`src/rtl/bce_pipe_if.sv`:
```
// Request/result bundle between the execute stage and the branch-condition unit.
interface bce_pipe_if #(
  parameter int WIDTH = 32,
  parameter int TAG_W = 6,
  parameter int CNT_W = 16
);
  logic             in_valid;
  logic             in_ready;
  logic [WIDTH-1:0] a;
  logic [WIDTH-1:0] b;
  logic [3:0]       bf;
  logic             pred_taken;
  logic [TAG_W-1:0] tag;
  logic             flush;
  logic             out_valid;
  logic             out_ready;
  logic             taken;
  logic             is_branch;
  logic             mispredict;
  logic [TAG_W-1:0] out_tag;
  logic             clr_cnt;
  logic [CNT_W-1:0] br_cnt;
  logic [CNT_W-1:0] mis_cnt;

  modport master (
    output in_valid, a, b, bf, pred_taken, tag, flush, out_ready, clr_cnt,
    input  in_ready, out_valid, taken, is_branch, mispredict, out_tag, br_cnt, mis_cnt
  );
  modport slave (
    input  in_valid, a, b, bf, pred_taken, tag, flush, out_ready, clr_cnt,
    output in_ready, out_valid, taken, is_branch, mispredict, out_tag, br_cnt, mis_cnt
  );
endinterface

```
`src/rtl/bce_pipe.sv`:
```
// Pipelined branch-condition evaluator: one-entry result register with
// mispredict flagging and saturating branch/mispredict statistics.
module bce_pipe #(
  parameter int WIDTH = 32,
  parameter int TAG_W = 6,
  parameter int CNT_W = 16
) (
  input  logic        clk,
  input  logic        rst,
  bce_pipe_if.slave   bus
);
  logic             valid_q, valid_d;
  logic             taken_q, taken_d;
  logic             br_q, br_d;
  logic             mis_q, mis_d;
  logic [TAG_W-1:0] tag_q, tag_d;
  logic [CNT_W-1:0] br_cnt_q, br_cnt_d;
  logic [CNT_W-1:0] mis_cnt_q, mis_cnt_d;

  logic s, z, cond, is_br, in_ready, accept, xfer;

  assign s = bus.a[WIDTH-1];
  assign z = (bus.a == '0);

  always_comb begin
    cond  = 1'b0;
    is_br = 1'b1;
    unique casez (bus.bf)
      4'b0010: cond = s;
      4'b0011: cond = ~s;
      4'b100?: cond = (bus.a == bus.b);
      4'b101?: cond = (bus.a != bus.b);
      4'b110?: cond = s | z;
      4'b111?: cond = ~s & ~z;
      default: is_br = 1'b0;
    endcase
  end

  assign in_ready = ~valid_q | bus.out_ready;
  assign accept   = bus.in_valid & in_ready & ~bus.flush;
  assign xfer     = valid_q & bus.out_ready;

  always_comb begin
    valid_d   = valid_q;
    taken_d   = taken_q;
    br_d      = br_q;
    mis_d     = mis_q;
    tag_d     = tag_q;
    br_cnt_d  = br_cnt_q;
    mis_cnt_d = mis_cnt_q;
    if (accept) begin
      valid_d = 1'b1;
      taken_d = cond;
      br_d    = is_br;
      mis_d   = is_br & (cond != bus.pred_taken);
      tag_d   = bus.tag;
    end else if (xfer || bus.flush) begin
      valid_d = 1'b0;
    end
    // A transfer in a flush cycle has already left the unit, so it still counts.
    if (bus.clr_cnt) begin
      br_cnt_d  = '0;
      mis_cnt_d = '0;
    end else if (xfer && br_q) begin
      if (br_cnt_q != '1) br_cnt_d = br_cnt_q + CNT_W'(1);
      if (mis_q && mis_cnt_q != '1) mis_cnt_d = mis_cnt_q + CNT_W'(1);
    end
  end

  always_ff @(posedge clk) begin
    if (rst) begin
      valid_q   <= 1'b0;
      taken_q   <= 1'b0;
      br_q      <= 1'b0;
      mis_q     <= 1'b0;
      tag_q     <= '0;
      br_cnt_q  <= '0;
      mis_cnt_q <= '0;
    end else begin
      valid_q   <= valid_d;
      taken_q   <= taken_d;
      br_q      <= br_d;
      mis_q     <= mis_d;
      tag_q     <= tag_d;
      br_cnt_q  <= br_cnt_d;
      mis_cnt_q <= mis_cnt_d;
    end
  end

  assign bus.in_ready   = in_ready;
  assign bus.out_valid  = valid_q;
  assign bus.taken      = taken_q;
  assign bus.is_branch  = br_q;
  assign bus.mispredict = mis_q;
  assign bus.out_tag    = tag_q;
  assign bus.br_cnt     = br_cnt_q;
  assign bus.mis_cnt    = mis_cnt_q;
endmodule

```
`src/flat_wrapper.sv`:
```
// flat-port wrapper written by rule: the top's interface ports become plain ports
module bce_pipe_flat 
#(
  parameter int WIDTH = 32,
  parameter int TAG_W = 6,
  parameter int CNT_W = 16
)
  (clk, rst, bus_in_valid, bus_a, bus_b, bus_bf, bus_pred_taken, bus_tag, bus_flush, bus_out_ready, bus_clr_cnt, bus_in_ready, bus_out_valid, bus_taken, bus_is_branch, bus_mispredict, bus_out_tag, bus_br_cnt, bus_mis_cnt);
  bce_pipe_if #(.WIDTH(WIDTH), .TAG_W(TAG_W), .CNT_W(CNT_W)) bus_i ();
  input  logic clk;
  input  logic rst;
  input wire logic [$bits(bus_i.in_valid)-1:0] bus_in_valid;
  input wire logic [$bits(bus_i.a)-1:0] bus_a;
  input wire logic [$bits(bus_i.b)-1:0] bus_b;
  input wire logic [$bits(bus_i.bf)-1:0] bus_bf;
  input wire logic [$bits(bus_i.pred_taken)-1:0] bus_pred_taken;
  input wire logic [$bits(bus_i.tag)-1:0] bus_tag;
  input wire logic [$bits(bus_i.flush)-1:0] bus_flush;
  input wire logic [$bits(bus_i.out_ready)-1:0] bus_out_ready;
  input wire logic [$bits(bus_i.clr_cnt)-1:0] bus_clr_cnt;
  output wire logic [$bits(bus_i.in_ready)-1:0] bus_in_ready;
  output wire logic [$bits(bus_i.out_valid)-1:0] bus_out_valid;
  output wire logic [$bits(bus_i.taken)-1:0] bus_taken;
  output wire logic [$bits(bus_i.is_branch)-1:0] bus_is_branch;
  output wire logic [$bits(bus_i.mispredict)-1:0] bus_mispredict;
  output wire logic [$bits(bus_i.out_tag)-1:0] bus_out_tag;
  output wire logic [$bits(bus_i.br_cnt)-1:0] bus_br_cnt;
  output wire logic [$bits(bus_i.mis_cnt)-1:0] bus_mis_cnt;
  assign bus_i.in_valid = bus_in_valid;
  assign bus_i.a = bus_a;
  assign bus_i.b = bus_b;
  assign bus_i.bf = bus_bf;
  assign bus_i.pred_taken = bus_pred_taken;
  assign bus_i.tag = bus_tag;
  assign bus_i.flush = bus_flush;
  assign bus_i.out_ready = bus_out_ready;
  assign bus_i.clr_cnt = bus_clr_cnt;
  assign bus_in_ready = bus_i.in_ready;
  assign bus_out_valid = bus_i.out_valid;
  assign bus_taken = bus_i.taken;
  assign bus_is_branch = bus_i.is_branch;
  assign bus_mispredict = bus_i.mispredict;
  assign bus_out_tag = bus_i.out_tag;
  assign bus_br_cnt = bus_i.br_cnt;
  assign bus_mis_cnt = bus_i.mis_cnt;
  bce_pipe #(.WIDTH(WIDTH), .TAG_W(TAG_W), .CNT_W(CNT_W)) u_core (.clk(clk), .rst(rst), .bus(bus_i));
endmodule
```
`config.mk`:
```
export PLATFORM = sky130hd
export DESIGN_NAME = bce_pipe_flat
export DESIGN_NICKNAME = d
export VERILOG_FILES = /design/src/rtl/bce_pipe_if.sv /design/src/rtl/bce_pipe.sv /design/src/flat_wrapper.sv
export SDC_FILE = /design/constraint.sdc
export NUM_CORES = 1
export LEC_CHECK = 0
export CORE_MARGIN = 1
export CORE_UTILIZATION = 39
export CTS_CLUSTER_DIAMETER = 30
export DETAILED_ROUTE_END_ITERATION = 7
export GPL_ROUTABILITY_DRIVEN = 0
export PLACE_DENSITY = 0.86
export SLEW_MARGIN = 20
export SYNTH_ARGS = -nofsm -noshare
export SYNTH_HDL_FRONTEND = slang
export SYNTH_SLANG_ARGS = --single-unit
```
`constraint.sdc`:
```
create_clock -name clk -period 2.95 [get_ports clk]
set_input_delay 0.59 -clock clk [delete_from_list [all_inputs] [get_ports clk]]
set_output_delay 0.59 -clock clk [all_outputs]
set_load 0.01 [all_outputs]
```
=== After elaboration in Yosys (flattened, before gate mapping) ===
Cells that the tools add are included.

* Word-level logic and storage cells: 44
* Input port bits: 81
* Output and inout port bits: 43
* Bits in registers: 42

* Reductions and logical operators: 9
* Bitwise logic cells: 11
* Multiplexer cells: 4
* Equality and inequality tests: 11
* $add $sub $neg: 2

{| class="wikitable"
|+ Operators by type and width
! operator !! number
|-
| 16-bit by 1-bit adder with 16-bit output (second input constant) || 2
|-
| 32-bit == test || 1
|-
| 32-bit logical NOT || 1
|-
| 16-bit != test (second input constant) || 2
|-
| 32-bit != test || 1
|-
| 3-bit == test (second input constant) || 4
|-
| 4-bit by 2-bit == test with 1-bit output (second input constant) || 2
|-
| 1-bit one-hot mux with 6 select lines || 1
|-
| 6-bit OR reduction || 1
|-
| 1-bit AND || 5
|-
| 1-bit NOT || 4
|-
| 2-bit AND reduction || 2
|-
| 1-bit two-way mux || 3
|-
| 1-bit logical AND || 2
|-
| 1-bit OR || 2
|-
| 2-bit nonzero test || 1
|-
| 2-bit OR reduction || 1
|-
| 1-bit logical OR || 1
|-
| 1-bit != test || 1
|}

=== Logic depth before layout (Yosys ltp) ===
Gate-level depths: netlist (run 1).

* Word-level depth: 6
* Gate-level depth with buffers: 8
* Depth with buffers taken out: 8

=== Least setup slack after synthesis (run 1) ===
No wires, ideal clock.

* Path kind: input port to flip-flop
* Start point: input port bus_a[9]
* End point: register u_core.mis_q, in the netlist u_core.bus.mispredict
* Data required time: 2.830 ns
* Cell stages on the path: 7
* Path buffers: 0
* Arrival time: 1.931 ns
* Setup time: 0.120 ns
* Path slack: 0.899 ns
* Path through: nor4_1 > nand4_1 > or4_1 > and3_1 > nand3_1 > mux2i_1 > or2_1

* Cells in the longest elaborated chain, start to end: 6
* Elaborated cells between the ends (all ways): 9
* Those cells by class: eq/ne: 3; mux: 1; bitwise: 4; reduce/logical: 1

{| class="wikitable"
|+ RTL lines
! what !! line !! RTL
|-
| start, declared || flat_wrapper.sv:13 || <nowiki>input wire logic [$bits(bus_i.a)-1:0] bus_a;</nowiki>
|-
| 32-bit logical NOT || bce_pipe.sv:23 || <nowiki>assign z = (bus.a == '0);</nowiki>
|-
| 1-bit NOT || bce_pipe.sv:34 || <nowiki>4'b111?: cond = ~s & ~z;</nowiki>
|-
| 1-bit AND || bce_pipe.sv:34 ||
|-
| 1-bit one-hot mux with 6 select lines * || bce_pipe.sv:28 || <nowiki>unique casez (bus.bf)</nowiki>
|-
| 1-bit != test * || bce_pipe.sv:55 || <nowiki>mis_d = is_br & (cond != bus.pred_taken);</nowiki>
|-
| 1-bit AND * || bce_pipe.sv:55 ||
|-
| end signal, assigned || bce_pipe.sv:83 || <nowiki>mis_q <= mis_d;</nowiki>
|-
| end, declared || bce_pipe.sv:15 || <nowiki>logic mis_q, mis_d;</nowiki>
|}

Mark *: on every way between the ends. The rest lies on a longest branch, timed or not.
A chain may end at the register's enable or synchronous reset.

=== Final worst setup path (run 1) ===
* Start point: input port bus_a[31]
* End point: register u_core.mis_q, in the netlist u_core.bus.mispredict

Same word-level chain as after synthesis.

==> impl_metrics.ini, run 1 <==
[outcome]
status = finished, final reports clean

[setup_path]
max_stage_delay_ns = 0.52
worst-path-max-fanout = 4
r2r_setup_slack_ns = 0.87
crit_path_end_kind = flip-flop
worstSetupPathType = primary input to flip-flop
start_kind = primary input
r2r_start = u_core.bus.br_cnt[0]
crit_slowest_cell = nor4_1
worst-r2r-cell-count = 8
cp_cell_sequence = clkdlybuf4s50_1 -> xor2_1 -> nor4_1 -> nand4_1 -> or3_1 -> a21oi_2 -> mux2i_1 -> or2_1
required_ns = 3.13
rr_endpoint = u_core.bus.br_cnt[14]
path_depth = 8
crit_family = simple AND/OR/NAND/NOR gates
arrival_ns = 2.89
crit_buf_inv = 1

[placed_design]
pre_cts_ws_ns = -0.0270
dp_hpwl_um = 5680
io_buffers = 123

[grt]
grt_pass1_wl_um = 11000
grt_use_total = 0.224
grt_antenna_before_repair = 0
grt_pass1_vias = 2498
grt-ovfl-total = 0
grt_max_degree = 33

[final_layout]
fillerInstances = 451
drive_above_1_share = 0.0499
final_util = 0.668
diodes = 0
synthToLayoutAreaGrowth_pct = 61.2
final_nets = 483

[logic_synthesis]
synth_ff_type = dfxtp_1
yosysSeqAreaShare = 0.362
syn_nets = 355
synth_area_per_cell_um2 = 8.54
synthTopCellsByArea = dfxtp_1 36%, xor2_1 18%, nor2_1 6.5%, nor4_1 4.0%, mux2i_1 3.9%
synthSimpleGateAreaFrac = 0.289
synth_top_family_by_area = simple AND/OR/NAND/NOR gates
async_flop_share = 0
synth_xor_area_frac = 0.215
synth_edf_count = 0
synth_top_area_frac = 0.362
synth_compound_area_frac = 0.0652
synth_area_um2 = 2320
synthCells = 272
synth.area.mux_share = 0.0388
synth_area_leader_cell = dfxtp_1
synth_common_cells = 49 x xor2_1, 42 x dfxtp_1, 40 x nor2_1
ys_ff_latch = 42
synth_fa_ha_area_frac = 0.0108
yosysMostFrequentCell = xor2_1
yosys_warnings = 0
yosysUniqueCellTypes = 34

[sta]
slew_headroom = 0.609
clock_skew_ns = 0.00873
period_share = 0.921
final_max_slew_viol_count = 0
finalWorstPathRequiredPeriod_ns = 2.72
max_freq_ghz = 0.368
setup_slack_ns = 0.234
hold_ws_ns = 0.506
hold_viol = 0
tightestPinTransition_ns = 0.586
rsz0062_at_grt = no
setup_viol = 0

[floorplanning]
start_util = 0.414
dieArea_um2 = 6270
die_h_um = 79.2
pin_count = 124
rows = 27
fp.dieW_um = 79.2
coreArea_um2 = 5610

[power]
power_density_nw_per_um2 = 317
p_leak_uw = 0.00130
ir_worst_vdd_uv = 183

[detailed_routing]
vias_per_cell = 5.28
drtIter0Drc = 89
wl_um = 6840
drc = 0
antenna_left = 0
first_pass_iters = 4
vias = 2496
post_drt_wl_per_cell_um = 14.5

[cts]
cts_sinks = 42
ctsHoldBuffers = 0
clock_latency_ns = 0.29
cts_tree = done
clkTransAtPathRegs_ns = 0.08
cts_made_buffers = 5
cts-root-buf = clkbuf_8
cts_resized = 0
post-cts-setup-buffer-count = 0
clk_path_buf_depth = 2
htreeDepth = 2

[min_path]
worstHoldPathType = flip-flop to flip-flop
hp-start = u_core.bus.out_tag[5]
min_path_cells = 2
min_to = u_core.bus.out_tag[5]

[flow_run]
maxCapViolations = 0
layout by cell type, fill, tap and decap left out, drive strengths merged, types with 8 or more instances in the layout:
cell	instances
clkdlybuf4s50	123
xor2	49
dfxtp	42
nor2	40
nand3	18
nor4	17
nand2	12
nand4	11
mux2i	9
o21ai	8
xnor2	8
a21oi	8
per-layer routing:
metal  vias to the layer above  part of all wire  GRT usage
met2                       119              0.54      0.447
met4                         0             0.022     0.0709
met5                         -                 0          0
met3                        14             0.075     0.0575
met1                      1152              0.37      0.222
li1                       1211                 -          -
cell type report:
| class | count | area, um^2 | area share |
|---|---|---|---|
| Inverter | 6 | 22.5 | 0.00601 |
| Multi-Input combinational cell | 218 | 1440 | 0.383 |
| Clock inverter | 2 | 12.5 | 0.00334 |
| Timing Repair Buffer | 127 | 1260 | 0.337 |
| Clock buffer | 6 | 82.6 | 0.0220 |
| Tap cell | 72 | 90.1 | 0.0240 |
| Sequential cell | 42 | 841 | 0.224 |
metrics by stage:
stage	total power [uW]	setup TNS (ns)	cell area, um^2	instances
final	1190	0	3750	473
after detailed placement	815	-0.0270	3650	465
after floorplan	659	0	2320	272
after global routing	1240	0	3750	473
after global placement	813	0	3650	465
after CTS	1190	0	3750	473
power breakdown:
group / switching [uW] / internal, uW / total [uW]
Sequential: 4.98 / 573 / 578
Clock: 197 / 188 / 385
Combinational: 82.3 / 142 / 225
Total: 284 / 903 / 1190
cells by family after synthesis:
logic type | Yosys count
AO/OA/AOI/OAI | 22
XOR/XNOR | 57
adder cells (fa/ha/maj) | 2
buffers and inverters | 12
flip-flops | 42
multiplexers | 9
AND/OR/NAND/NOR | 128
worst min-delay path, stage by stage, from the launching register on:
cell     delay [ns]
dfxtp_1        0.34
mux2i_1        0.07
nor2_1         0.07
worst max-delay path by stage:
stage	startpoint	end	slack, ns
6_report	bus_a[31]	u_core.bus.mispredict	0.23
4_1_cts	bus_a[31]	u_core.bus.mispredict	0.27
2_1_floorplan	bus_a[9]	u_core.bus.mispredict	0.90
3_5_place_dp	bus_a[31]	u_core.bus.mispredict	-0.03
3_3_place_gp	bus_a[31]	u_core.bus.mispredict	0.04
5_1_grt	bus_a[31]	u_core.bus.mispredict	0.17
sequential cells by signal, summed over array words and instances, names as in the netlist:
register               count
u_core.bus.is_branch       1
u_core.bus.out_valid       1
u_core.bus.out_tag         6
u_core.bus.mispredict      1
u_core.bus.br_cnt         16
u_core.bus.taken           1
u_core.bus.mis_cnt        16
No activity file was read; power rests on OpenSTA's default activity.
==> inputs of run 2 (changes only) <==
- CORE_ASPECT_RATIO: default -> 1.4
- CORE_UTILIZATION: 39 -> 25
- PLACE_DENSITY: 0.86 -> 0.61
==> run 2 against run 1 <==
Critical path type unchanged. Via count is 3.0% lower. Clock skew is 0.0054 ns lower. Register-to-register slack better by 0.05 ns. Worst hold slack worse by 0.023 ns.
==> impl_metrics.ini, run 2 (synthesis results as in run 1) <==
[outcome]
status = finished, final reports clean

[cts]
htreeDepth = 2
cts_made_buffers = 5
clock_latency_ns = 0.28
ctsHoldBuffers = 0
clk_path_buf_depth = 2
clkTransAtPathRegs_ns = 0.06
cts_tree = done
post-cts-setup-buffer-count = 0
cts_resized = 0
cts_sinks = 42
cts-root-buf = clkbuf_16

[detailed_routing]
antenna_left = 0
drtIter0Drc = 83
first_pass_iters = 4
post_drt_wl_per_cell_um = 13.1
vias_per_cell = 4.79
vias = 2420
drc = 0
wl_um = 6600

[sta]
clock_skew_ns = 0.00331
fin_setup_tns_ns = 0
rsz0062_at_grt = no
setup_slack_ns = 0.488
period_share = 0.835
hold_viol = 0
slew_headroom = 0.608
finalWorstPathRequiredPeriod_ns = 2.46
max_freq_ghz = 0.406
tightestPinTransition_ns = 0.588
setup_viol = 0
final_max_slew_viol_count = 0

[floorplanning]
fp.dieW_um = 83.5
dieArea_um2 = 9690
start_util = 0.257
die_h_um = 116
pin_count = 124
coreArea_um2 = 9030
rows = 41

[power]
p_leak_uw = 0.00133
power_density_nw_per_um2 = 370
total_power_uw = 1420
ir_worst_vdd_uv = 309

[final_layout]
diodes = 0
fillerInstances = 914
synthToLayoutAreaGrowth_pct = 65.4
final_cell_mix = 123 x clkdlybuf4s50_1, 49 x xor2_1, 42 x dfxtp_1
seqCellArea_um2 = 841
drive_above_1_share = 0.0452
final_common_cell = clkdlybuf4s50_1
final_nets = 480
multi_input_area_um2 = 1440

[grt]
grt_antenna_before_repair = 0
grt_use_total = 0.140
use_met1 = 0.142
grt-busiest-layer = met2
grt-ovfl-total = 0
grt_pass1_vias = 2407
use_met3 = 0.0370
met2_usage = 0.263
grt_pass1_wl_um = 10800
grt_max_degree = 33

[setup_path]
start_kind = primary input
worst-path-max-fanout = 4
crit_path_end_kind = flip-flop
arrival_ns = 2.63
required_ns = 3.12
worstSetupPathType = primary input to flip-flop

[flow_run]
maxCapViolations = 0

[placed_design]
io_buffers = 123
pre_cts_ws_ns = 0.176
dp_hpwl_um = 5600

[min_path]
worstHoldPathType = flip-flop to flip-flop
-- run 2: cell types whose count changed in the layout (fill, tap and decap cells not counted), sizes merged --
cell      change
buf           -3
clkinvlp      -1
clkbuf        -1
clkinv        +1
bufinv        +1
-- run 2: stage by stage --
| stage | cells | util | area, um^2 | hold WS, ns |
|---|---|---|---|---|
| after floorplan | 272 | - | 2320 | 0.510 |
| after global placement | 497 | 0.407 | 3680 | 0.467 |
| after detailed placement | 497 | 0.407 | 3680 | 0.468 |
| after CTS | 505 | 0.426 | 3840 | 0.486 |
| after global routing | 505 | 0.426 | 3840 | 0.505 |
| final | 505 | 0.426 | 3840 | 0.483 |
-- run 2: worst paths after layout --
path | cells after the start | to | from | slack, ns
worst max-delay path | 8 | u_core.bus.mispredict | bus_a[31] | 0.49
worst max register to register | 8 | u_core.bus.br_cnt[11] | u_core.bus.br_cnt[1] | 0.92
worst min register to register | 1 | u_core.bus.taken | u_core.bus.taken | 0.48
worst min-delay path | 1 | u_core.bus.taken | u_core.bus.taken | 0.48
-- run 2: critical path: stages --
cell and delay (ns):
clkdlybuf4s50_1 0.51, xor2_1 0.21, nor4_1 0.30, nand4_1 0.16, or3_1 0.38, a21oi_2 0.17, mux2i_1 0.08, or2_1 0.22
-- run 2: metal layers --
metal | up-vias | share of wire
met1 | 1081 | 0.38
met5 | - | 0
li1 | 1204 | -
met3 | 16 | 0.067
met4 | 0 | 0.041
met2 | 119 | 0.51
-- run 2: layout make-up --
cell class              instances  area share
repair buffers                124       0.322
well taps                     107      0.0348
flip-flops and latches         42       0.219
inverters                       6     0.00586
multi-input cells             218       0.375
clock buffers                   5      0.0326
clock inverters                 3      0.0104
-- run 2: where the power goes --
part	switching, uW	internal, uW	leakage [uW]
logic	82.6	140	0.000905
clock network	223	396	0.0000836
registers	4.41	574	0.000339
total	310	1110	0.00133
==> inputs of run 3 (changes only) <==
- clock period: 2.95 -> 2.5 ns (I/O delays scaled with it)
==> run 3 against run 2 <==
Clock skew increased by 0.0020 ns. Sequential power increased by 18%. Worst hold slack improved by 0.0011 ns. Power increased by 12%. First-iteration DRC count decreased by 30%. Combinational power increased by 22%. Clock power increased by 3%. Final area increased by 1.9%. Sequential share of layout area decreased by 0.40 points. Count of clock-buffer cells in the layout increased by 1. Critical endpoint unchanged.
==> impl_metrics.ini, run 3 (synthesis results as in run 1) <==
[outcome]
status = finished, final reports clean

[placed_design]
io_buffers = 123
pre_cts_ws_ns = -0.175
dp_hpwl_um = 5770
placedCellCount = 510

[grt]
grt_pass1_wl_um = 11200
grt_use_total = 0.147
grt_max_degree = 33
grt_antenna_before_repair = 0
grt-ovfl-total = 0
grt_pass1_vias = 2448

[setup_path]
start_kind = primary input
crit_path_end_kind = flip-flop
r2r_setup_slack_ns = 0.51
required_ns = 2.67
max_stage_delay_ns = 0.43
startpoint = bus_a[31]
rr_endpoint = u_core.bus.br_cnt[15]
path_depth = 8
cp_cell_sequence = clkdlybuf4s50_1 -> xor2_1 -> nor4_1 -> nand4_1 -> or3_1 -> a21oi_2 -> mux2i_1 -> or2_1
crit_buf_inv = 1
worstSetupPathType = primary input to flip-flop
worst-r2r-cell-count = 8
crit_family = simple AND/OR/NAND/NOR gates
r2r_start = u_core.bus.br_cnt[0]
crit_slowest_cell = clkdlybuf4s50_1
critPathCapture = u_core.bus.mispredict
arrival_ns = 2.54
worst-path-max-fanout = 2

[sta]
fin_setup_tns_ns = 0
rsz0062_at_grt = no
hold_ws_ns = 0.484
final_max_slew_viol_count = 0
setup_viol = 0
max_freq_ghz = 0.423
period_share = 0.946
slew_headroom = 0.582
tightestPinTransition_ns = 0.627
setup_slack_ns = 0.135
finalWorstPathRequiredPeriod_ns = 2.37
clock_skew_ns = 0.00530
hold_viol = 0

[cts]
htreeDepth = 2
cts_tree = done
ctsHoldBuffers = 0
cts_made_buffers = 5
post-cts-setup-buffer-count = 0
clkTransAtPathRegs_ns = 0.05
cts_resized = 0
cts_sinks = 42
cts-root-buf = clkbuf_16
clock_latency_ns = 0.29
clk_path_buf_depth = 2

[detailed_routing]
post_drt_wl_per_cell_um = 13.3
antenna_left = 0
first_pass_iters = 4
vias = 2415
drc = 0
drtIter0Drc = 58
wl_um = 6850
vias_per_cell = 4.68

[min_path]
worstHoldPathType = flip-flop to flip-flop

[flow_run]
maxCapViolations = 0

[floorplanning]
die_h_um = 116
fp.dieW_um = 83.5
start_util = 0.257
dieArea_um2 = 9690
coreArea_um2 = 9030
pin_count = 124
rows = 41

[power]
ir_worst_vdd_uv = 546
p_leak_uw = 0.00138
power_density_nw_per_um2 = 407

[final_layout]
synthToLayoutAreaGrowth_pct = 68.4
final_cell_mix = 123 x clkdlybuf4s50_1, 49 x xor2_1, 42 x dfxtp_1
drive_above_1_share = 0.0709
final_nets = 493
fin_cells = 516
final_common_cell = clkdlybuf4s50_1
diodes = 0
[run 3: cell count changes in the layout (fill, tap and decap cells not counted)]
cell       previous run  this run
clkinv_2              2         0
bufinv_16             1         0
buf_4                 1        14
clkbuf_8              0         1
[run 3: worst reg2reg max path: stages (launching register included)]
cell	delay (ns)
dfxtp_1	0.40
ha_1	0.24
nand2_1	0.09
nor4_2	0.45
a211oi_2	0.15
nor3b_2	0.21
nand3_1	0.11
xor2_1	0.17
nor2_1	0.05
[run 3: final cells by class]
cell class	count	area [um^2]
fill	887	5110
timing repair buffer	137	1340
multi-input combinational	218	1440
clock buffer	6	139
sequential	42	841
tap	107	134
inverter	6	22.5
[run 3: worst min-delay path by stage]
stage                                  endpoint  cells past startpoint                  start  slack [ns]
after floorplan           u_core.bus.mis_cnt[8]                      2  u_core.bus.mis_cnt[8]        0.51
after global placement         u_core.bus.taken                      1       u_core.bus.taken        0.46
after detailed placement       u_core.bus.taken                      1       u_core.bus.taken        0.47
after CTS                      u_core.bus.taken                      1       u_core.bus.taken        0.49
after global routing           u_core.bus.taken                      1       u_core.bus.taken        0.52
final                          u_core.bus.taken                      1       u_core.bus.taken        0.48
[run 3: routing by layer]
layer,wire length (um),GRT usage,vias to the layer above
met5,0,0,-
met4,106,0.0508,0
met3,519,0.0456,9
met2,3630,0.293,107
met1,2590,0.143,1074
li1,-,-,1225
[run 3: power by group]
group | switching (uW) | internal (uW)
Combinational | 99.3 | 174
Clock | 252 | 386
Sequential | 5.65 | 677
Total | 357 | 1240
[run 3: stage by stage]
| step | cell area [um^2] | power (uW) | util |
|---|---|---|---|
| after floorplan | 2320 | 777 | - |
| after global placement | 3770 | 972 | 0.418 |
| after detailed placement | 3770 | 974 | 0.418 |
| after CTS | 3910 | 1620 | 0.433 |
| after global routing | 3910 | 1670 | 0.433 |
| final | 3910 | 1590 | 0.433 |
